**src/rtl/mu0_control_if.sv**
```systemverilog
// Memory-port handshake between the MU0 sequencer and the memory.
interface mu0_control_if;
    logic Mem_Rd;
    logic Mem_Wr;
    logic Addr_Sel;
    logic Mem_Ack;

    modport master (output Mem_Rd, output Mem_Wr, output Addr_Sel, input Mem_Ack);
    modport slave  (input Mem_Rd, input Mem_Wr, input Addr_Sel, output Mem_Ack);
endinterface

```
**src/rtl/mu0_control.sv**
```systemverilog
// MU0 fetch/execute sequencer: decodes F, drives datapath enables, mux selects,
// ALU function and memory strobes, with an access watchdog and instruction counter.
module mu0_control #(
    parameter int unsigned WAIT_MAX = 15
) (
    input  logic        Clk,
    input  logic        Reset,
    input  logic [3:0]  F,
    input  logic        N,
    input  logic        Z,
    input  logic        Start,
    mu0_control_if.master bus,
    output logic        Acc_En,
    output logic        PC_En,
    output logic        IR_En,
    output logic        PC_Sel,
    output logic [1:0]  ALU_Fn,
    output logic        Fetch,
    output logic        Halted,
    output logic        Bus_Err,
    output logic [15:0] Icount
);

    typedef enum logic [1:0] {
        FETCH = 2'd0,
        EXEC  = 2'd1,
        HALT  = 2'd2
    } state_t;

    // Timeout fires on the cycle whose wait would bring the counter to WAIT_MAX.
    localparam logic [7:0] WAIT_LAST = 8'(WAIT_MAX - 1);

    state_t      state, state_nxt;
    logic [7:0]  wcnt, wcnt_nxt;
    logic [15:0] icount_r;
    logic        err_r;

    logic        acc_en_c, pc_en_c, ir_en_c, addr_sel_c, pc_sel_c, rd_c, wr_c;
    logic [1:0]  fn_c;
    logic        done_c, set_err_c, clr_err_c, waiting_c;

    always_comb begin
        state_nxt  = state;
        acc_en_c   = 1'b0;
        pc_en_c    = 1'b0;
        ir_en_c    = 1'b0;
        addr_sel_c = 1'b0;
        pc_sel_c   = 1'b0;
        rd_c       = 1'b0;
        wr_c       = 1'b0;
        fn_c       = 2'b00;
        done_c     = 1'b0;
        set_err_c  = 1'b0;
        clr_err_c  = 1'b0;
        waiting_c  = 1'b0;
        wcnt_nxt   = wcnt;

        case (state)
            FETCH: begin
                rd_c = 1'b1;
                fn_c = 2'b11;
                if (bus.Mem_Ack) begin
                    ir_en_c   = 1'b1;
                    pc_en_c   = 1'b1;
                    state_nxt = EXEC;
                end
            end
            EXEC: begin
                case (F)
                    4'd0: begin addr_sel_c = 1'b1; rd_c = 1'b1; acc_en_c = bus.Mem_Ack; end
                    4'd1: begin addr_sel_c = 1'b1; wr_c = 1'b1; end
                    4'd2: begin
                        addr_sel_c = 1'b1; rd_c = 1'b1; fn_c = 2'b01; acc_en_c = bus.Mem_Ack;
                    end
                    4'd3: begin
                        addr_sel_c = 1'b1; rd_c = 1'b1; fn_c = 2'b10; acc_en_c = bus.Mem_Ack;
                    end
                    4'd4: begin pc_sel_c = 1'b1; pc_en_c = 1'b1; end
                    4'd5: begin pc_sel_c = 1'b1; pc_en_c = ~N; end
                    4'd6: begin pc_sel_c = 1'b1; pc_en_c = ~Z; end
                    default: ;
                endcase
                if (F[3:2] == 2'b00) begin
                    if (bus.Mem_Ack) begin
                        state_nxt = FETCH;
                        done_c    = 1'b1;
                    end
                end else begin
                    state_nxt = (F == 4'd7) ? HALT : FETCH;
                    done_c    = 1'b1;
                end
            end
            HALT: begin
                if (Start) begin
                    state_nxt = FETCH;
                    clr_err_c = 1'b1;
                end
            end
            default: state_nxt = FETCH;
        endcase

        // An unacknowledged access that runs out of budget aborts to HALT;
        // a same-cycle Mem_Ack never reaches this branch.
        waiting_c = (rd_c | wr_c) & ~bus.Mem_Ack;
        if (waiting_c && (wcnt == WAIT_LAST)) begin
            state_nxt = HALT;
            set_err_c = 1'b1;
        end

        if ((state_nxt != state) || bus.Mem_Ack)
            wcnt_nxt = 8'd0;
        else if (waiting_c)
            wcnt_nxt = wcnt + 8'd1;
    end

    always_ff @(posedge Clk or negedge Reset) begin
        if (!Reset) begin
            state    <= FETCH;
            wcnt     <= 8'd0;
            icount_r <= 16'd0;
            err_r    <= 1'b0;
        end else begin
            state <= state_nxt;
            wcnt  <= wcnt_nxt;
            if (done_c)
                icount_r <= icount_r + 16'd1;
            if (set_err_c)
                err_r <= 1'b1;
            else if (clr_err_c)
                err_r <= 1'b0;
        end
    end

    // Reset gates the decode combinationally so strobes drop without a clock edge.
    assign Acc_En       = acc_en_c   & Reset;
    assign PC_En        = pc_en_c    & Reset;
    assign IR_En        = ir_en_c    & Reset;
    assign PC_Sel       = pc_sel_c   & Reset;
    assign ALU_Fn       = fn_c       & {2{Reset}};
    assign bus.Addr_Sel = addr_sel_c & Reset;
    assign bus.Mem_Rd   = rd_c       & Reset;
    assign bus.Mem_Wr   = wr_c       & Reset;

    assign Fetch   = (state == FETCH);
    assign Halted  = (state == HALT);
    assign Bus_Err = err_r;
    assign Icount  = icount_r;

endmodule

```
**src/flat_wrapper.sv**
```systemverilog
// flat-port wrapper written by rule: the top's interface ports become plain ports
module mu0_control_flat 
#(
    parameter int unsigned WAIT_MAX = 15
)
  (Clk, Reset, F, N, Z, Start, Acc_En, PC_En, IR_En, PC_Sel, ALU_Fn, Fetch, Halted, Bus_Err, Icount, bus_Mem_Rd, bus_Mem_Wr, bus_Addr_Sel, bus_Mem_Ack);
  mu0_control_if bus_i ();
  input  logic Clk;
  input  logic Reset;
  input  logic [3:0] F;
  input  logic N;
  input  logic Z;
  input  logic Start;
  output logic Acc_En;
  output logic PC_En;
  output logic IR_En;
  output logic PC_Sel;
  output logic [1:0] ALU_Fn;
  output logic Fetch;
  output logic Halted;
  output logic Bus_Err;
  output logic [15:0] Icount;
  output wire logic [$bits(bus_i.Mem_Rd)-1:0] bus_Mem_Rd;
  output wire logic [$bits(bus_i.Mem_Wr)-1:0] bus_Mem_Wr;
  output wire logic [$bits(bus_i.Addr_Sel)-1:0] bus_Addr_Sel;
  input wire logic [$bits(bus_i.Mem_Ack)-1:0] bus_Mem_Ack;
  assign bus_Mem_Rd = bus_i.Mem_Rd;
  assign bus_Mem_Wr = bus_i.Mem_Wr;
  assign bus_Addr_Sel = bus_i.Addr_Sel;
  assign bus_i.Mem_Ack = bus_Mem_Ack;
  mu0_control #(.WAIT_MAX(WAIT_MAX)) u_core (.Clk(Clk), .Reset(Reset), .F(F), .N(N), .Z(Z), .Start(Start), .bus(bus_i), .Acc_En(Acc_En), .PC_En(PC_En), .IR_En(IR_En), .PC_Sel(PC_Sel), .ALU_Fn(ALU_Fn), .Fetch(Fetch), .Halted(Halted), .Bus_Err(Bus_Err), .Icount(Icount));
endmodule
```
**config.mk**
```make
export PLATFORM = sky130hd
export DESIGN_NAME = mu0_control_flat
export DESIGN_NICKNAME = d
export VERILOG_FILES = /design/src/rtl/mu0_control_if.sv /design/src/rtl/mu0_control.sv /design/src/flat_wrapper.sv
export SDC_FILE = /design/constraint.sdc
export NUM_CORES = 1
export LEC_CHECK = 0
export ABC_AREA = 0
export CORE_ASPECT_RATIO = 0.7
export CORE_MARGIN = 5
export CORE_UTILIZATION = 40
export DETAILED_ROUTE_END_ITERATION = 16
export HOLD_SLACK_MARGIN = 0.03
export PLACE_DENSITY_LB_ADDON = 0.3
export SLEW_MARGIN = 0
export SYNTH_ARGS = -nofsm -noshare
export SYNTH_HDL_FRONTEND = slang
export SYNTH_SLANG_ARGS = --single-unit
```
**constraint.sdc**
```tcl
create_clock -name Clk -period 2.56 [get_ports Clk]
set_clock_uncertainty 0.1 [all_clocks]
set_input_delay 0.64 -clock Clk [delete_from_list [all_inputs] [get_ports Clk]]
set_output_delay 0.64 -clock Clk [all_outputs]
set_load 0.05 [all_outputs]
```
==> flow_summary_export.csv <==
group,metric,value,unit
clock_tree,cts_tree,"built",
final_layout,fillers,308,
critical_path,critPathMaxStageDelay,510,ps
detailed_routing,avgViaCountPerCell,5.30,
pwr,sw_frac_of_total,40.1,%
synth,synth_top_family_by_area,"simple AND/OR/NAND/NOR gates",
synth,syn_inst,150,
detailed_routing,drtIter0Drc,45,
place,place_ws,-235,ps
floorplan,core,3560,um^2
job,cap_violations,0,
clock_tree,ctsHtreeMaxLevel,1,
timing,maxSlewHeadroom,65.2,%
synth,synthXorXnorAreaFrac,12.9,%
grt,grt_pass1_vias,1351,
grt,grt_usage,15.6,%
pwr,p_comb_share,40.6,%
timing,drv_slew,0,
clock_tree,cts_made_buffers,3,
floorplan,io_pins,38,
grt,grt_start_max_net_pins,27,
critical_path,startpoint_type,"input pin",
detailed_routing,antenna_left,0,
synth,synth_fa_ha_area_share,2.52,%
clock_tree,cts_num_sinks,27,
synth,synth_cell_types,31,
grt,grt_overflow_total,0,
timing,finalHoldViolations,0,
detailed_routing,vias,1325,
critical_path,worstPathCellList,"clkdlybuf4s50_1, a21oi_1, o21ai_1, a21oi_2, buf_12",
timing,fmax,402,MHz
final_layout,nets,214,
timing,setup_viol,0,
critical_path,cp_max_fo,6,
floorplan,start_util,41.8,%
floorplan,dieArea,5060,um^2
synth,yosysSeqAreaShare,45.4,%
clock_tree,insertion_delay,270,ps
pwr,p_per_area,609,nW/um^2
min_path,hold_class,"in2async",
timing,worstMarginPinSlew,521,ps
timing,fin_ws,70.5,ps
pwr,power,1.34,mW
detailed_routing,drt_wl_total,3710,um
clock_tree,clk_pin_slew,90,ps
critical_path,critPathKind,"in2out",
synth,synth.mux.area_fraction,1.43,%
grt,grt_pass1_wl,6450,um
clock_tree,hold_buffers,0,
status,status,"complete, no violations",
critical_path,end_kind,"primary output",
critical_path,path_buf_inv,2,
timing,rsz0062_at_grt,"no",
pwr,clkPwrFrac,17.8,%
pwr,ir_worst_vdd,0.359,mV
critical_path,cp.required,1820,ps
detailed_routing,drc_errors,0,
floorplan,core.rowCount,18,
final_layout,syn2layout_area_growth,47.6,%
pwr,p_leak,0.975,nW
critical_path,crit_family,"buffers and inverters",
synth,syn_area,1490,um^2
place,dp.final_hpwl,2800,um
place,globalplace.congestion,0.769,
detailed_routing,avgRoutedWirePerCell,14.8,um
pwr,p_sw,536,uW
critical_path,cp_slowest_cell,"clkdlybuf4s50_1",
pwr,power.internal,801,uW
clock_tree,root_buffer,"clkbuf_8",
final_layout,fin_cells,250,
final_layout,diodes,0,
detailed_routing,dr.pass1.iters,4,
grt,antenna_found_initial,0,
timing,min_period_over_period,97.2,%
clock_tree,cts_buffer_depth,2,
floorplan,die_w,82.9,um
timing,min_period,2490,ps
synth,avgSynthCellArea,9.93,um^2
final_layout,layout_common_cells,"26 x dfrtp_1, 22 x clkdlybuf4s50_1, 13 x nand3_1, 13 x xnor2_1, 12 x buf_4",
synth,yosys.area_share.simple,25.8,%
critical_path,arrival,1750,ps
final_layout,drive_gt1_share,21.5,%
final_layout,layout_commonest_cell,"dfrtp_1",
place,place_inst,245,
synth,syn_nets,163,
pwr,seq_power_share,41.6,%
synth,ys.warnings.count,0,
synth,synth_compound_area_share,10.2,%
floorplan,chipHeight,61.0,um
synth,synth_seq_cells,27,
place,portBuffers,37,
## worst register-to-register path: cells and delay by family, from the launching register on
family	cells	cell delay [ps]
AOI/OAI and AO/OA	2	540
adders and majority gates	1	150
buffers and inverters	1	110
DFF	1	420
and+or+nand+nor	2	710
## layout make-up
| type | instances | area, um^2 | area share (%) |
|---|---|---|---|
| Clock buffer | 4 | 45.0 | 2.05 |
| Inverter | 4 | 15.0 | 0.683 |
| Multi-Input combinational cell | 116 | 842 | 38.3 |
| Sequential cell | 27 | 677 | 30.8 |
| Tap cell | 50 | 62.6 | 2.85 |
| Timing Repair Buffer | 49 | 557 | 25.3 |
## routing by layer
layer | track usage [%] | vias up | part of all wire, %
li1 | - | 636 | -
met5 | 0 | - | 0
met2 | 28.9 | 47 | 48
met4 | 4.20 | 0 | 1.0
met1 | 19.6 | 638 | 45
met3 | 2.54 | 4 | 5.3
## power groups by stage
stage	clock network, mW	logic [mW]	registers, mW
floorplan	0	0.166	0.713
global placement	0	0.528	0.559
detailed placement	0	0.537	0.562
CTS	0.248	0.546	0.554
global route	0.269	0.578	0.566
finish	0.237	0.544	0.557
## path summary, 6_finish.rpt
kind                                        start                end  cells past startpoint  slack, ps
worst max-delay path                         F[0]              PC_En                      5         70
worst min-delay path                        Reset    u_core.state[0]                      1        120
worst max register to register     u_core.wcnt[0]     u_core.wcnt[2]                      6        390
worst min register to register  u_core.Icount[15]  u_core.Icount[15]                      1        390
max in group asynchronous                   Reset   u_core.Icount[8]                      2       1620
min in group Clk                u_core.Icount[15]  u_core.Icount[15]                      1        390
## Yosys cell counts (all sizes together)
library cell	number	area [um^2]
dfrtp	27	676
nand3	14	70.1
xnor2	13	114
nor2	11	41.3
a211oi	9	67.6
and3	9	56.3
nand2	9	33.8
xor2	9	78.8
nand4	8	50.1
a21oi	5	25.0
and2	4	27.5
inv	4	15.0
clkbuf	3	11.3
ha	3	37.5
nand3b	3	22.5
a21o	2	15.0
nand2b	2	12.5
nor3	2	10.0
o21ai	2	10.0
or3	2	12.5
and4bb	1	12.5
mux2	1	11.3
mux2i	1	10.0
nor2b	1	6.26
nor4bb	1	10.0
o311ai	1	26.3
o31ai	1	7.51
or2	1	8.76
or4b	1	10.0
## state kept, by name, indices dropped and copies added (netlist names)
name,cells
u_core.Icount,16
u_core.state,2
u_core.wcnt,8
u_core.Bus_Err,1
## per-stage QoR
step / area [um^2] / TNS, ps / utilization, % / hold slack [ps]
after floorplan: 1490 / 0 / - / 244
after global placement: 2090 / -1070 / 58.6 / 357
after detailed placement: 2090 / -1520 / 58.6 / 379
after CTS: 2170 / -149 / 61.1 / 396
after global routing: 2200 / 0 / 61.8 / 106
final: 2200 / 0 / 61.8 / 118
## logic make-up after synthesis
| group | after synthesis |
|---|---|
| muxes | 2 |
| adders and majority gates | 3 |
| and+or+nand+nor | 69 |
| xor gates and xnor gates | 22 |
| DFF | 27 |
| AOI/OAI and AO/OA | 20 |
| buffers and inverters | 7 |
## repair_timing
item                       CTS  global route
buffers inserted             1             0
pin swaps                    4             1
setup endpoints to repair    8            10
resized for setup           11             9
(Power assumes the default switching activity.)
